==> config.mk <==
export PLATFORM = sky130hd
export DESIGN_NAME = ofm_tx_sched
export DESIGN_NICKNAME = d
export VERILOG_FILES = /design/src/rtl/ofm_tx_sched.sv
export SDC_FILE = /design/constraint.sdc
export NUM_CORES = 1
export LEC_CHECK = 0
export CAP_MARGIN = 25
export CORE_ASPECT_RATIO = 2
export CORE_MARGIN = 2
export CORE_UTILIZATION = 38
export DETAILED_ROUTE_END_ITERATION = 8
export PLACE_DENSITY = 0.65
export SETUP_SLACK_MARGIN = 0.3
export SLEW_MARGIN = 40
export SYNTH_ARGS = -nofsm -noshare
export SYNTH_HDL_FRONTEND = slang
export SYNTH_SLANG_ARGS = --single-unit
==> constraint.sdc <==
create_clock -name tx_clk -period 4.56 [get_ports tx_clk]
set_input_delay 0.912 -clock tx_clk [delete_from_list [all_inputs] [get_ports tx_clk]]
set_output_delay 0.912 -clock tx_clk [all_outputs]
set_load 0.05 [all_outputs]
==> src/rtl/ofm_tx_sched.sv <==
// ofm_tx_sched: read-side sequencer for the outbound frame FIFO pair.
// Pops one descriptor per frame, then streams the frame's data words to a
// registered AXI4-Stream master. Frames flagged for drop are discarded.
// A minimum idle gap is kept between frames. The descriptor length is
// checked against the summed byte enables, and frame statistics are counted.
//
// Ports:
//   tx_clk, tx_resetn     clock; asynchronous active-low reset
//   enable                allows new descriptor pops
//   ctrl_fifo_*           show-ahead descriptor FIFO
//                         ([15:0] len, [32] drop, [33] err)
//   data_fifo_*           show-ahead data FIFO
//                         ([63:0] data, [71:64] keep, [72] last)
//   m_axis_*              registered AXI4-Stream master; tuser is valid with tlast
//   len_err               one-cycle pulse on a length mismatch
//   frame_cnt, drop_cnt,  wrapping statistics counters
//   err_cnt
module ofm_tx_sched #(
    parameter int C_IFG   = 1,
    parameter int C_CNT_W = 32
) (
    input  logic               tx_clk,
    input  logic               tx_resetn,
    input  logic               enable,
    input  logic [33:0]        ctrl_fifo_rdata,
    input  logic               ctrl_fifo_empty,
    output logic               ctrl_fifo_rden,
    input  logic [72:0]        data_fifo_rdata,
    input  logic               data_fifo_empty,
    output logic               data_fifo_rden,
    output logic [63:0]        m_axis_tdata,
    output logic [7:0]         m_axis_tkeep,
    output logic               m_axis_tlast,
    output logic               m_axis_tuser,
    output logic               m_axis_tvalid,
    input  logic               m_axis_tready,
    output logic               len_err,
    output logic [C_CNT_W-1:0] frame_cnt,
    output logic [C_CNT_W-1:0] drop_cnt,
    output logic [C_CNT_W-1:0] err_cnt
);
    typedef enum logic [1:0] {IDLE, XFER, DROP, GAP} state_t;

    localparam logic [C_CNT_W-1:0] cnt_one = 1;

    state_t      state;
    state_t      done_state;
    logic [15:0] len;
    logic        desc_err;
    logic [16:0] acc;
    logic [16:0] sum;
    logic [15:0] gap_cnt;
    logic        mismatch;
    logic        unused_bits;

    assign unused_bits = ^ctrl_fifo_rdata[31:16];
    assign done_state  = (C_IFG > 0) ? GAP : IDLE;

    // Reset is folded in so that no pop strobe leaks out while the block is held in reset.
    assign ctrl_fifo_rden = tx_resetn && state == IDLE && enable && !ctrl_fifo_empty;
    assign data_fifo_rden = !data_fifo_empty &&
                            ((state == XFER && (!m_axis_tvalid || m_axis_tready)) || state == DROP);

    // Bytes of the frame so far, including the word currently at the FIFO head.
    assign sum      = acc + 17'($countones(data_fifo_rdata[71:64]));
    assign mismatch = sum != {1'b0, len};

    always_ff @(posedge tx_clk or negedge tx_resetn) begin
        if (!tx_resetn) begin
            state         <= IDLE;
            len           <= '0;
            desc_err      <= 1'b0;
            acc           <= '0;
            gap_cnt       <= '0;
            m_axis_tdata  <= '0;
            m_axis_tkeep  <= '0;
            m_axis_tlast  <= 1'b0;
            m_axis_tuser  <= 1'b0;
            m_axis_tvalid <= 1'b0;
            len_err       <= 1'b0;
            frame_cnt     <= '0;
            drop_cnt      <= '0;
            err_cnt       <= '0;
        end else begin
            len_err <= 1'b0;
            // Drain a pending beat in any state; a pop in XFER overrides this below.
            if (m_axis_tready)
                m_axis_tvalid <= 1'b0;
            case (state)
                IDLE: begin
                    if (ctrl_fifo_rden) begin
                        len      <= ctrl_fifo_rdata[15:0];
                        desc_err <= ctrl_fifo_rdata[33];
                        acc      <= '0;
                        state    <= ctrl_fifo_rdata[32] ? DROP : XFER;
                    end
                end
                XFER: begin
                    if (data_fifo_rden) begin
                        m_axis_tdata  <= data_fifo_rdata[63:0];
                        m_axis_tkeep  <= data_fifo_rdata[71:64];
                        m_axis_tlast  <= data_fifo_rdata[72];
                        m_axis_tuser  <= data_fifo_rdata[72] & (desc_err | mismatch);
                        m_axis_tvalid <= 1'b1;
                        acc           <= sum;
                        if (data_fifo_rdata[72]) begin
                            frame_cnt <= frame_cnt + cnt_one;
                            len_err   <= mismatch;
                            if (mismatch)
                                err_cnt <= err_cnt + cnt_one;
                            gap_cnt <= 16'(C_IFG);
                            state   <= done_state;
                        end
                    end
                end
                DROP: begin
                    if (data_fifo_rden && data_fifo_rdata[72]) begin
                        drop_cnt <= drop_cnt + cnt_one;
                        gap_cnt  <= 16'(C_IFG);
                        state    <= done_state;
                    end
                end
                GAP: begin
                    if (gap_cnt <= 16'd1)
                        state <= IDLE;
                    else
                        gap_cnt <= gap_cnt - 16'd1;
                end
            endcase
        end
    end
endmodule

==> results of run 1 <==
-- layout by cell type, fill, tap and decap left out, drive strengths merged, types with 9 or more instances in the layout --
| cell | count |
|---|---|
| a21oi | 18 |
| and3 | 21 |
| buf | 60 |
| clkbuf | 32 |
| clkdlybuf4s50 | 265 |
| dfrtp | 224 |
| ha | 16 |
| inv | 29 |
| mux2 | 68 |
| nand2 | 139 |
| nand3 | 43 |
| nand4 | 16 |
| nor2 | 63 |
| nor3 | 20 |
| nor4 | 17 |
| o21ai | 34 |
| o31ai | 9 |
| xnor2 | 62 |
| xor2 | 64 |
-- metal layers --
metal / track usage, % / vias to the layer above
li1: - / 3935
met1: 22.0 / 4120
met2: 39.9 / 215
met3: 2.73 / 42
met4: 6.13 / 0
met5: 0 / -
-- what timing repair did --
action	CTS	global route
pin swaps	27	36
endpoints found under the setup margin	39	39
gates cloned	3	0
gates resized for setup	46	51
setup buffers	9	3
hold buffers	0	0
-- cell type report --
class | count | area share [%]
Inverter | 30 | 0.734
Clock buffer | 32 | 4.16
Multi-Input combinational cell | 678 | 33.6
Timing Repair Buffer | 325 | 21.6
Sequential cell | 224 | 36.5
Tap cell | 352 | 2.87
Clock inverter | 8 | 0.538
-- sequential cells by signal, summed over array words and instances (netlist names) --
| signal | cells |
|---|---|
| acc | 17 |
| desc_err | 1 |
| drop_cnt | 32 |
| err_cnt | 32 |
| frame_cnt | 32 |
| gap_cnt | 16 |
| len | 16 |
| len_err | 1 |
| m_axis_tdata | 64 |
| m_axis_tkeep | 8 |
| m_axis_tlast | 1 |
| m_axis_tuser | 1 |
| m_axis_tvalid | 1 |
| state | 2 |
-- critical path, cell delays in order --
cell and delay (ns):
buf_8 0.10, fa_1 0.52, inv_1 0.05, fa_1 0.49
fa_1 0.43, fa_2 0.38, fa_2 0.38, nand2b_4 0.19
a21oi_4 0.19, buf_6 0.14, nand4_1 0.12, xnor2_1 0.26
o21ai_1 0.15, a2111oi_4 0.35, buf_6 0.18, buf_12 0.14
nor2_4 0.05, mux2_4 0.31
-- worst max-delay path by stage --
stage / start / to / depth (start not counted)
after detailed placement: data_fifo_rdata[64] / err_cnt[1]$_DFFE_PN0P_ / 16
after floorplan: data_fifo_rdata[64] / err_cnt[25]$_DFFE_PN0P_ / 15
final: data_fifo_rdata[65] / err_cnt[1]$_DFFE_PN0P_ / 18
after global routing: data_fifo_rdata[65] / err_cnt[15]$_DFFE_PN0P_ / 19
after global placement: data_fifo_rdata[65] / err_cnt[1]$_DFFE_PN0P_ / 16
after CTS: data_fifo_rdata[67] / err_cnt[26]$_DFFE_PN0P_ / 18
-- power groups by stage --
stage,logic [mW],clock network [mW],registers (mW)
3_3_place_gp,4.09,0,2.85
3_5_place_dp,4.15,0,2.89
5_1_grt,4.53,1.96,2.92
2_1_floorplan,1.42,0,4.14
6_report,4.27,1.82,2.85
4_1_cts,4.21,1.88,2.85
-- cells by family after synthesis --
kind of cell             count (synthesis)
AO/OA/AOI/OAI                           89
XOR/XNOR                               128
adder cells (fa/ha/maj)                 21
buffers and inverters                   61
flip-flops                             224
multiplexers                            71
AND/OR/NAND/NOR                        369
==> flow_metrics.env, run 1 <==
export IMPL_yosysSeqAreaShare_pct=53.0
export IMPL_synthCells=963
export IMPL_fin_skew_ns=0.0160
export IMPL_drive_gt1_share_pct=18.2
export IMPL_holdWs_ns=0.259
export IMPL_synthSimpleGateAreaFrac_pct=17.7
export IMPL_ys_ff_latch=224
export IMPL_place_area_mm2=0.0140
export IMPL_drc=0
export IMPL_reg2reg_to="err_cnt[1]$_DFFE_PN0P_"
export IMPL_r2r_start="acc[0]$_DFFE_PN0P_"
export IMPL_hold_viol=0
export IMPL_yosysUniqueCellTypes=68
export IMPL_synth_xor_area_share_pct=10.9
export IMPL_clk_pin_slew_ns=0.06
export IMPL_swShare_pct=41.9
export IMPL_cts_root_buffer="clkbuf_16"
export IMPL_drv_cap=0
export IMPL_setup_tns_ns=-9.69
export IMPL_grt_usage_pct=20.3
export IMPL_post_route_util_pct=55.9
export IMPL_fin_nets=1415
export IMPL_timing_final_ws_setup_ns=-0.386
export IMPL_synth_area_mm2=0.0106
export IMPL_regToRegSetupSlack_ns=0.25
export IMPL_grt_pass1_vias=8589
export IMPL_syn_to_final_growth_pct=45.1
export IMPL_drv_slew=0
export IMPL_cts_tree="yes"
export IMPL_stdcell_count=1649
export IMPL_power_net_switching_mw=3.75
export IMPL_cts_sinks=224
export IMPL_port_buffers=270
export IMPL_cp_start_kind="input port"
export IMPL_worstRegToRegCells=16
export IMPL_wl_um=29700
export IMPL_highest_layer="met4"
export IMPL_antenna_found_initial=0
export IMPL_first_pass_iters=6
export IMPL_antennaDiodeCount=0
export IMPL_drt_iter0_drc=336
export IMPL_synthTopCellsByCount="dfrtp_1 (224), nand2_1 (139), mux2_2 (67), xor2_1 (64)"
export IMPL_synth_top_family_by_area="simple AND/OR/NAND/NOR gates"
export IMPL_hp_class="in -> async"
export IMPL_synth_compound_area_share_pct=5.73
export IMPL_avgRoutedWirePerCell_um=18.0
export IMPL_dr_wl_met3_um=1360
export IMPL_synth_fa_ha_area_share_pct=2.84
export IMPL_io_pins=287
export IMPL_die_y_um=240
export IMPL_wl_met1_um=10700
export IMPL_place_inst=1594
export IMPL_cp_arrival_ns=5.35
export IMPL_die_x_um=122
export IMPL_period_share_pct=108
export IMPL_ys_flop_type="dfrtp_1"
export IMPL_status="complete, but fails checks"
export IMPL_h_tree_depth=1
export IMPL_required_ns=4.97
export IMPL_grt_max_degree=81
export IMPL_grt_pass1_wl_um=46800
export IMPL_ys_warn_count=0
export IMPL_synthesis_nets=1097
export IMPL_max_freq_ghz=0.202
export IMPL_ff_latch_area_mm2=0.00561
export IMPL_grt_overflow=0
export IMPL_combPwrFrac_pct=47.7
export IMPL_synth_most_common_cell="dfrtp_1"
export IMPL_synth_top_area_share_pct=53.0
export IMPL_synth_area_mux_share_pct=7.52
export IMPL_synth_top_cell_by_area="dfrtp_1"
export IMPL_power_total_mw=8.94
export IMPL_crit_fanout=6
export IMPL_multi_input_area_mm2=0.00515
export IMPL_peakVddDrop_uv=333
export IMPL_num_rows=86
export IMPL_synth_edf_count=0
export IMPL_cp_end_kind="flip-flop"
export IMPL_fillers=2427
export IMPL_design_area_mm2=0.0153
export IMPL_initial_core_util_pct=38.5
export IMPL_syn_area_per_cell_um2=11.0
export IMPL_gp_congestion=0.926
export IMPL_critical_path_class="in -> reg"
export IMPL_vias=8312
export IMPL_clock_latency_ns=0.52
export IMPL_failed_checks="setup timing"
export IMPL_clockBufferDepth=3
export IMPL_slew_headroom_pct=42.3
export IMPL_vias_per_cell=5.04
export IMPL_post_place_ws_ns=-1.32
export IMPL_core_mm2=0.0274
export IMPL_post_route_min_period_ns=4.95
export IMPL_power_density_mw_per_mm2=583
export IMPL_setup_viol=32
export IMPL_async_flop_share_pct=100
export IMPL_internal_power_mw=5.19
export IMPL_wl_met2_um=16800
export IMPL_hpwlAfterDp_um=21600
export IMPL_die_area_mm2=0.0293
export IMPL_rsz0062_at_grt="yes"
export IMPL_cts_buffers=22
export IMPL_pwr_share_seq_pct=31.9
export IMPL_worst_pin_slew_ns=0.863
export IMPL_pwr_share_clk_pct=20.4
export IMPL_ant_nets=0
export IMPL_cellLeakagePower_nw=6.79
export IMPL_synth_area_leaders="dfrtp_1 (53%), mux2_2 (7.1%), xor2_1 (5.3%)"
No activity file was read; power rests on OpenSTA's default activity.
==> inputs of run 2 (changes only) <==
- GPL_TIMING_DRIVEN: default -> 0
- PLACE_DENSITY: 0.65 -> default
- PLACE_DENSITY_LB_ADDON: default -> 0.25
==> flow_metrics.env, run 2 (synthesis gave the netlist of run 1 again) <==
export IMPL_status="complete, but fails checks"
export IMPL_period_share_pct=109
export IMPL_cts_tree="yes"
export IMPL_grt_pass1_wl_um=45200
export IMPL_post_place_ws_ns=-1.91
export IMPL_initial_core_util_pct=38.5
export IMPL_reg2reg_to="err_cnt[10]$_DFFE_PN0P_"
export IMPL_drc=0
export IMPL_grt_busiest_layer="met2"
export IMPL_fin_skew_ns=0.00773
export IMPL_top_register="m_axis_tdata"
export IMPL_required_ns=5.00
export IMPL_die_x_um=122
export IMPL_final_common_cell="clkdlybuf4s50_1"
export IMPL_critical_path_class="in -> reg"
export IMPL_hold_viol=0
export IMPL_avgRoutedWirePerCell_um=17.6
export IMPL_peakVddDrop_uv=265
export IMPL_port_buffers=270
export IMPL_clk_pin_slew_ns=0.07
export IMPL_cp_end_kind="flip-flop"
export IMPL_cp_start_kind="input port"
export IMPL_syn_to_final_growth_pct=42.6
export IMPL_cellLeakagePower_nw=6.60
export IMPL_first_pass_iters=5
export IMPL_cts_buffers=21
export IMPL_grt_use_met1_pct=20.9
export IMPL_gp_congestion=0.927
export IMPL_drive_gt1_share_pct=15.6
export IMPL_timing_final_ws_setup_ns=-0.406
export IMPL_ctsHoldBuffers=0
export IMPL_crit_fanout=8
export IMPL_cts_sinks=224
export IMPL_setup_viol=34
export IMPL_cp_arrival_ns=5.41
export IMPL_failed_checks="setup timing"
export IMPL_clockBufferDepth=3
export IMPL_post_route_min_period_ns=4.97
export IMPL_worst_pin_slew_ns=0.820
export IMPL_io_pins=287
export IMPL_core_mm2=0.0274
export IMPL_worstRegToRegCells=15
export IMPL_holdWs_ns=0.226
export IMPL_gr_usage_met3_pct=2.85
export IMPL_setup_tns_ns=-9.97
export IMPL_r2r_start="acc[0]$_DFFE_PN0P_"
export IMPL_regToRegSetupSlack_ns=0.23
export IMPL_globalRouteMet2Util_pct=37.8
export IMPL_cts_root_buffer="clkbuf_16"
export IMPL_grt_pass1_vias=8541
export IMPL_drv_cap=0
export IMPL_antenna_found_initial=1
export IMPL_hp_class="in -> async"
export IMPL_vias=8197
export IMPL_grt_usage_pct=19.6
export IMPL_grt_max_degree=72
export IMPL_place_area_mm2=0.0139
export IMPL_max_freq_ghz=0.201
export IMPL_hpwlAfterDp_um=21800
export IMPL_vias_per_cell=5.00
export IMPL_power_density_mw_per_mm2=584
export IMPL_clock_latency_ns=0.52
export IMPL_drt_iter0_drc=349
export IMPL_final_cell_mix="clkdlybuf4s50_1 (265), dfrtp_1 (224), nand2_1 (138)"
export IMPL_num_rows=86
export IMPL_post_route_util_pct=54.9
export IMPL_fin_nets=1408
export IMPL_largest_reg_flops=64
export IMPL_die_area_mm2=0.0293
export IMPL_drv_slew=0
export IMPL_die_y_um=240
export IMPL_rsz0062_at_grt="yes"
export IMPL_h_tree_depth=1
export IMPL_slew_headroom_pct=45.4
export IMPL_wl_um=28900
export IMPL_grt_overflow=0
export IMPL_ant_nets=0
export IMPL_design_area_mm2=0.0151
-- run 2: cell types whose count changed in the layout (fill, tap and decap cells not counted), sizes merged --
cell      delta
buf         -21
clkbuf      +13
clkinv       -1
clkinvlp     -1
diode        +1
inv          +1
-- run 2: final cells by class --
| cell class | instances | area [um2] |
|---|---|---|
| tap | 352 | 440 |
| fill | 2469 | 12400 |
| clock buffer | 30 | 629 |
| sequential | 224 | 5610 |
| multi-input combinational | 678 | 5100 |
| inverter | 30 | 113 |
| timing repair buffer | 288 | 2960 |
| antenna | 1 | 2.50 |
| clock inverter | 7 | 67.6 |
| buffer | 31 | 158 |
-- run 2: how the worst max path moves through the flow --
stage,slack (ns),from,end
after global routing,-0.55,data_fifo_rdata[64],err_cnt[10]$_DFFE_PN0P_
after floorplan,-0.55,data_fifo_rdata[64],err_cnt[25]$_DFFE_PN0P_
after detailed placement,-1.91,data_fifo_rdata[64],m_axis_tuser$_DFFE_PN0P_
after CTS,-0.52,data_fifo_rdata[64],err_cnt[1]$_DFFE_PN0P_
final,-0.41,data_fifo_rdata[64],err_cnt[10]$_DFFE_PN0P_
after global placement,-8.52,tx_resetn,ctrl_fifo_rden
-- run 2: critical path, stage by stage --
cell	delay (ns)
buf_8	0.10
fa_1	0.54
inv_2	0.05
fa_1	0.51
fa_1	0.45
fa_2	0.40
fa_2	0.35
nand2b_4	0.18
a211oi_4	0.32
mux2i_1	0.12
o31a_1	0.32
o22ai_2	0.20
a2111oi_4	0.07
buf_6	0.17
buf_12	0.14
nor4b_1	0.37
xor2_1	0.20
-- run 2: metrics by stage --
| stage | instances | power [mW] |
|---|---|---|
| detailed placement | 1588 | 6.94 |
| global route | 1641 | 9.24 |
| floorplan | 963 | 5.56 |
| finish | 1641 | 8.80 |
| global placement | 1585 | 6.86 |
| CTS | 1636 | 8.87 |
-- run 2: layer usage --
layer	routed length, um	up-vias	share of wire (%)
met4	1000	0	3.5
met3	1330	52	4.6
li1	-	3916	-
met5	0	-	0
met1	10400	4035	36
met2	16100	194	56
-- run 2: what timing repair did --
item,in CTS,in global routing
gates resized for setup,56,23
pin swaps,27,28
gates cloned,1,1
buffers inserted,10,3
endpoints found under the setup margin,40,38
-- run 2: report_power, final --
group          switching (mW)  internal, mW
Sequential              0.346          2.50
Clock                   0.782          1.02
Combinational            2.58          1.57
Total                    3.71          5.09
